==> config.mk <==
export PLATFORM = sky130hd
export DESIGN_NAME = alu_exec_pipe
export DESIGN_NICKNAME = d
export VERILOG_FILES = /design/src/rtl/alu_exec_pipe_pkg.sv /design/src/rtl/alu_wb_fifo.sv /design/src/rtl/alu_exec_pipe.sv
export SDC_FILE = /design/constraint.sdc
export NUM_CORES = 1
export LEC_CHECK = 0
export CORE_MARGIN = 5
export CORE_UTILIZATION = 40
export DETAILED_ROUTE_END_ITERATION = 10
export PLACE_DENSITY_LB_ADDON = 0.15
export SYNTH_ARGS = -nofsm -noshare
export SYNTH_HDL_FRONTEND = slang
export SYNTH_HIERARCHICAL = 1
export SYNTH_SLANG_ARGS = --single-unit
==> constraint.sdc <==
create_clock -name clk -period 5.2 [get_ports clk]
set_clock_uncertainty 0.1 [all_clocks]
set_input_delay 0.78 -clock clk [delete_from_list [all_inputs] [get_ports clk]]
set_output_delay 0.78 -clock clk [all_outputs]
set_load 0.05 [all_outputs]
==> src/rtl/alu_exec_pipe_pkg.sv <==
// alu_exec_pipe_pkg: shared ALU opcodes, core sizing constants and the recall range test.
package alu_exec_pipe_pkg;
  localparam int AL_SIZE = 32;
  localparam int AL_W = $clog2(AL_SIZE);
  localparam int PREG_W = 6;
  typedef enum logic [3:0] {
    OP_ADD  = 4'd0,
    OP_SUB  = 4'd1,
    OP_SLL  = 4'd2,
    OP_SLT  = 4'd3,
    OP_SLTU = 4'd4,
    OP_XOR  = 4'd5,
    OP_SRL  = 4'd6,
    OP_SRA  = 4'd7,
    OP_OR   = 4'd8,
    OP_AND  = 4'd9
  } alu_op_e;
  function automatic logic [AL_W:0] al_dist(input logic [AL_W-1:0] x, input logic [AL_W-1:0] base);
    return (x >= base) ? {1'b0, x} - {1'b0, base}
                       : {1'b0, x} + (AL_W+1)'(AL_SIZE) - {1'b0, base};
  endfunction
  // Modular distance test, so new_front==back yields an empty range.
  function automatic logic in_range(input logic [AL_W-1:0] x, input logic [AL_W-1:0] new_front,
                                    input logic [AL_W-1:0] back);
    return al_dist(x, new_front) < al_dist(back, new_front);
  endfunction
endpackage

==> src/rtl/alu_wb_fifo.sv <==
// alu_wb_fifo: result buffer with per-entry live bits, recall squashing and dead-head auto-pop.
module alu_wb_fifo #(
  parameter int DEPTH  = 2,
  parameter int PREG_W = alu_exec_pipe_pkg::PREG_W
) (
  input  logic                             clk,
  input  logic                             reset,
  input  logic                             push,
  input  logic [PREG_W-1:0]                push_prd,
  input  logic [31:0]                      push_data,
  input  logic [alu_exec_pipe_pkg::AL_W-1:0] push_al,
  input  logic                             recall,
  input  logic [alu_exec_pipe_pkg::AL_W-1:0] new_front,
  input  logic [alu_exec_pipe_pkg::AL_W-1:0] back,
  input  logic                             wb_ready,
  output logic                             wb_valid,
  output logic [PREG_W-1:0]                wb_prd,
  output logic [31:0]                      wb_data,
  output logic [alu_exec_pipe_pkg::AL_W-1:0] wb_al_idx,
  output logic [$clog2(DEPTH):0]           count
);
  import alu_exec_pipe_pkg::*;
  localparam int PW = $clog2(DEPTH);
  localparam int CW = PW + 1;
  logic [PREG_W-1:0] prd_q [DEPTH];
  logic [31:0] data_q [DEPTH];
  logic [AL_W-1:0] al_q [DEPTH];
  logic [DEPTH-1:0] live_q;
  logic [PW-1:0] rd_ptr, wr_ptr;
  logic not_empty, pop;
  assign not_empty = count != '0;
  assign wb_valid = not_empty && live_q[rd_ptr];
  // Dead heads leave without waiting for the writeback network.
  assign pop = not_empty && (!live_q[rd_ptr] || wb_ready);
  assign wb_prd = prd_q[rd_ptr];
  assign wb_data = data_q[rd_ptr];
  assign wb_al_idx = al_q[rd_ptr];
  always_ff @(posedge clk or negedge reset) begin
    if (!reset) begin
      for (int i = 0; i < DEPTH; i++) begin
        prd_q[i] <= '0;
        data_q[i] <= '0;
        al_q[i] <= '0;
      end
      live_q <= '0;
      rd_ptr <= '0;
      wr_ptr <= '0;
      count <= '0;
    end else begin
      for (int i = 0; i < DEPTH; i++)
        if (recall && in_range(al_q[i], new_front, back)) live_q[i] <= 1'b0;
      if (push) begin
        prd_q[wr_ptr] <= push_prd;
        data_q[wr_ptr] <= push_data;
        al_q[wr_ptr] <= push_al;
        live_q[wr_ptr] <= 1'b1;
        wr_ptr <= wr_ptr + 1'b1;
      end
      if (pop) rd_ptr <= rd_ptr + 1'b1;
      count <= count + CW'(push) - CW'(pop);
    end
  end
endmodule

==> src/rtl/alu_exec_pipe.sv <==
// alu_exec_pipe: single-cycle integer ALU stage feeding a recall-aware writeback buffer.
module alu_exec_pipe #(
  parameter int PREG_W     = alu_exec_pipe_pkg::PREG_W,
  parameter int FIFO_DEPTH = 2
) (
  input  logic                             clk,
  input  logic                             reset,
  input  logic                             iq_valid,
  output logic                             iq_ready,
  input  logic [3:0]                       iq_op,
  input  logic [31:0]                      iq_a,
  input  logic [31:0]                      iq_b,
  input  logic [PREG_W-1:0]                iq_prd,
  input  logic [alu_exec_pipe_pkg::AL_W-1:0] iq_al_idx,
  input  logic                             if_recall,
  input  logic [alu_exec_pipe_pkg::AL_W-1:0] new_front,
  input  logic [alu_exec_pipe_pkg::AL_W-1:0] back,
  output logic                             wb_valid,
  input  logic                             wb_ready,
  output logic [PREG_W-1:0]                wb_prd,
  output logic [31:0]                      wb_data,
  output logic [alu_exec_pipe_pkg::AL_W-1:0] wb_al_idx
);
  import alu_exec_pipe_pkg::*;
  logic e_valid;
  logic [3:0] e_op;
  logic [31:0] e_a, e_b, alu_res;
  logic [PREG_W-1:0] e_prd;
  logic [AL_W-1:0] e_al;
  logic [$clog2(FIFO_DEPTH):0] fifo_count;
  logic take, push;
  // Counting the E slot guarantees every accepted op has a FIFO slot waiting for it.
  assign iq_ready = (int'(fifo_count) + int'(e_valid)) < FIFO_DEPTH;
  assign take = iq_valid && iq_ready && !(if_recall && in_range(iq_al_idx, new_front, back));
  assign push = e_valid && !(if_recall && in_range(e_al, new_front, back));
  always_ff @(posedge clk or negedge reset) begin
    if (!reset) begin
      e_valid <= 1'b0;
      e_op <= '0;
      e_a <= '0;
      e_b <= '0;
      e_prd <= '0;
      e_al <= '0;
    end else begin
      e_valid <= take;
      if (take) begin
        e_op <= iq_op;
        e_a <= iq_a;
        e_b <= iq_b;
        e_prd <= iq_prd;
        e_al <= iq_al_idx;
      end
    end
  end
  always_comb begin
    alu_res = '0;
    case (e_op)
      OP_ADD:  alu_res = e_a + e_b;
      OP_SUB:  alu_res = e_a - e_b;
      OP_SLL:  alu_res = e_a << e_b[4:0];
      OP_SLT:  alu_res = {31'b0, $signed(e_a) < $signed(e_b)};
      OP_SLTU: alu_res = {31'b0, e_a < e_b};
      OP_XOR:  alu_res = e_a ^ e_b;
      OP_SRL:  alu_res = e_a >> e_b[4:0];
      OP_SRA:  alu_res = $signed(e_a) >>> e_b[4:0];
      OP_OR:   alu_res = e_a | e_b;
      OP_AND:  alu_res = e_a & e_b;
      default: alu_res = '0;
    endcase
  end
  alu_wb_fifo #(.DEPTH(FIFO_DEPTH), .PREG_W(PREG_W)) u_fifo (
    .clk(clk),
    .reset(reset),
    .push(push),
    .push_prd(e_prd),
    .push_data(alu_res),
    .push_al(e_al),
    .recall(if_recall),
    .new_front(new_front),
    .back(back),
    .wb_ready(wb_ready),
    .wb_valid(wb_valid),
    .wb_prd(wb_prd),
    .wb_data(wb_data),
    .wb_al_idx(wb_al_idx),
    .count(fifo_count)
  );
endmodule

==> run metrics <==
status finished, final reports clean; setup slack, reg-to-reg between 700 and 800 ps; slew at the pin closest to its max-slew limit 1164 ps; crit start category flip-flop; Yosys warnings 6; maximum clock rate 0.2224 GHz; CTS H-Tree Depth 4; Die ar. 45100 µm²; headroom to the max-slew limit 0.2237; total of hold buffers inserted after clock tree synthesis 0; final critical path time including I/O delays and setup between 4000 and 5000 ps; Layout Area Growth over Synthesis 15.53%; total vias in the final route around 15000; worst reg2reg path endpoint u_fifo/data_q[31]$_DFFE_PN0P_; fraction of synthesis flops using an asynchronous set or reset pin 1.000; Crit Path Category flip-flop to flip-flop; post-route clock period utilization 0.8648; Post-Synth Adder-Cell Area 0.1220; ports placed on the boundary 139; CTS clk-pin slew, worst paths 90 ps; count of endpoints failing hold in the final timing report 0; port bufs around 140; gpl congestion 0.9810; number of antenna violations at the first check in global routing 1; Detailed Route WL around 58000 µm; total iterations of the first detailed-routing run 7; wire length of the first global-routing pass just under 90000 µm; mux share of post-synthesis cell area 0.1686; average vias per placed instance approximately 6.0; distinct cell type count after synthesis 85; simple-gate share of the synthesized area 0.1296; xor/xnor cell area share of the yosys netlist 0.01444; ANT nets after route 0; commonest non-fill, non-tap cell in the layout nand2_1; cell depth of the worst flop-to-flop path 14; arrival time worst endpoint 4760 ps; clock tree from TritonCTS yes; Finish-stage setup viols 0; leading area contributor after synthesis dfrtp_1; overflow left after global routing 0; Skew-Pair Late Insertion Delay slightly below 500 ps; unrepaired setup endpoints after global routing false; total clock buffers created by CTS 17; fraction of layout cells with a size suffix above 1 0.1341; synthesis-stage register bit count 172; Worst EP required around 5500 ps; DP Area 18350 µm²; die outline width 212.4 µm; initial standard-cell utilization of the core 0.4030; DRC violation count after routing 0; path category of the worst min-delay check primary input to async pin; Synth area leaders dfrtp_1 (26%), ha_1 (11%), mux2_2 (10%); Final Max Slew Viols 0; net count of the finished layout around 2200; die boundary height approximately 210 µm; synthesized-area fraction occupied by ao, oa, aoi and oai cells 0.2449; number of setup buffers added after CTS 0; area share of the largest cell type after synthesis 0.2627; summed negative setup slack over all endpoints 0 ps; Max Cap Viol 0; predominant post-synthesis flop cell dfrtp_1; cell area after technology mapping 16380 µm²; Post-Synthesis Net Count ~2200; number of instances in the synthesized netlist ~1900; cells resized by post-CTS repair 0; placeable core region roughly 40000 µm²; Post-synth EDFFs 0; number of clock sinks between 150 and 200; via count of the first global-routing pass roughly 15000; highest net fanout along the worst path 8; most frequent cells in the layout nand2_1 (201), dfrtp_1 (167), o21ai_0 (163); Non-Filler Cell Area, Final between 15000 and 20000 µm²; WL per Instance around 23 µm; largest net degree at the start of global routing about 110; Setup crit end kind flip-flop; dpl hpwl 43580 µm; buffer levels on the longest clock path 2; Reg2Reg Launch Point e_a[1]$_DFFE_PN0P_; largest family of logic cells by synthesized area compound AO/OA/AOI/OAI gates; average cell area after synthesis about 8.5 µm²; Clk Tree Root Cell clkbuf_16; global-route usage over all layers 0.2535; sequential area share after synthesis 0.2627; count of antenna diodes in the layout 0; violation count after the first detailed-routing iteration 1301; number of standard-cell rows in the floorplan 74
stage by stage:
step	hold slack [ps]	util	worst slack, ps	std cells
global route	257.4	0.4656	443.4	2531
finish	212.3	0.4656	703.2	2531
detailed placement	386.9	0.4514	534.6	2499
CTS	198.4	0.4656	714.1	2531
global placement	382.2	0.4514	564.3	2499
floorplan	363.3	-	547.5	1918
worst max-delay path by stage:
stage / from / slack (ps) / to / depth (start not counted)
2_1_floorplan: e_b[2]$_DFFE_PN0P_ / 550 / u_fifo/data_q[62]$_DFFE_PN0P_ / 16
3_3_place_gp: new_front[0] / 560 / u_fifo/data_q[33]$_DFFE_PN0P_ / 14
3_5_place_dp: new_front[0] / 530 / u_fifo/data_q[38]$_DFFE_PN0P_ / 14
4_1_cts: e_b[0]$_DFFE_PN0P_ / 710 / u_fifo/data_q[62]$_DFFE_PN0P_ / 13
5_1_grt: e_b[0]$_DFFE_PN0P_ / 440 / u_fifo/data_q[62]$_DFFE_PN0P_ / 13
6_report: e_a[1]$_DFFE_PN0P_ / 700 / u_fifo/data_q[31]$_DFFE_PN0P_ / 14
registers in the layout, indices dropped and copies added, names as in the netlist:
signal         count
u_fifo/data_q     64
u_fifo/count       2
e_a               32
e_op               4
u_fifo/rd_ptr      1
u_fifo/live_q      2
u_fifo/prd_q      12
e_valid            1
e_al               5
u_fifo/al_q       10
e_b               32
u_fifo/wr_ptr      1
e_prd              6
worst max-delay path, cell delays in order, from the launching register on:
cell,delay (ps)
dfrtp_1,560
inv_1,140
ha_1,350
a21oi_1,100
a211oi_1,430
o211ai_1,350
nand3_1,280
a41oi_1,140
buf_4,190
o31a_1,320
or3_1,390
a311o_1,350
mux2i_1,150
o21ai_1,190
mux2_2,320
routing by layer:
| metal | vias to the layer above | global-route usage | routed length (µm) |
|---|---|---|---|
| met5 | - | 0 | 0 |
| li1 | 7150 | - | - |
| met4 | 0 | 0.08387 | 1676 |
| met1 | 7365 | 0.3484 | 25590 |
| met2 | 535 | 0.4077 | 26740 |
| met3 | 84 | 0.04279 | 3737 |
cell families after synthesis:
family / Yosys count
AO/OA/AOI/OAI: 610
AND/OR/NAND/NOR: 475
buffers and inverters: 244
multiplexers: 235
flip-flops: 172
adder cells (fa/ha/maj): 155
XOR/XNOR: 27
synth_stat cells (all sizes together), types with 4 or more instances:
| cell type | count |
|---|---|
| nand2b | 13 |
| xnor2 | 17 |
| a211oi | 34 |
| a21o | 38 |
| nand4 | 9 |
| o22ai | 14 |
| buf | 35 |
| xor2 | 10 |
| a2111oi | 5 |
| a221oi | 20 |
| a22oi | 11 |
| ha | 147 |
| mux2 | 157 |
| inv | 117 |
| o21a | 6 |
| nor3 | 25 |
| a311oi | 5 |
| nor2 | 137 |
| o2111ai | 13 |
| nor4 | 9 |
| dfrtp | 172 |
| nor2b | 21 |
| o21bai | 21 |
| nor4b | 6 |
| a221o | 15 |
| a41oi | 5 |
| a311o | 4 |
| o31ai | 12 |
| a211o | 7 |
| mux4 | 17 |
| nand3b | 5 |
| or3 | 6 |
| o221ai | 13 |
| a31oi | 14 |
| nand2 | 203 |
| nand3 | 19 |
| a21boi | 6 |
| o21ai | 182 |
| and2 | 8 |
| fa | 8 |
| o211ai | 29 |
| mux2i | 61 |
| a21oi | 136 |
| clkbuf | 91 |
final cells by class:
type	count	area [µm²]
Clock buffer	17	425.4
Clock inverter	15	152.6
Fill cell	4034	21720
Inverter	118	442.9
Multi-Input combinational cell	1502	11190
Sequential cell	172	4313
Tap cell	532	665.6
Timing Repair Buffer	175	1735
Power is not shown: default switching activity piles up to over one toggle a cycle in this logic, so the estimate is an artifact.
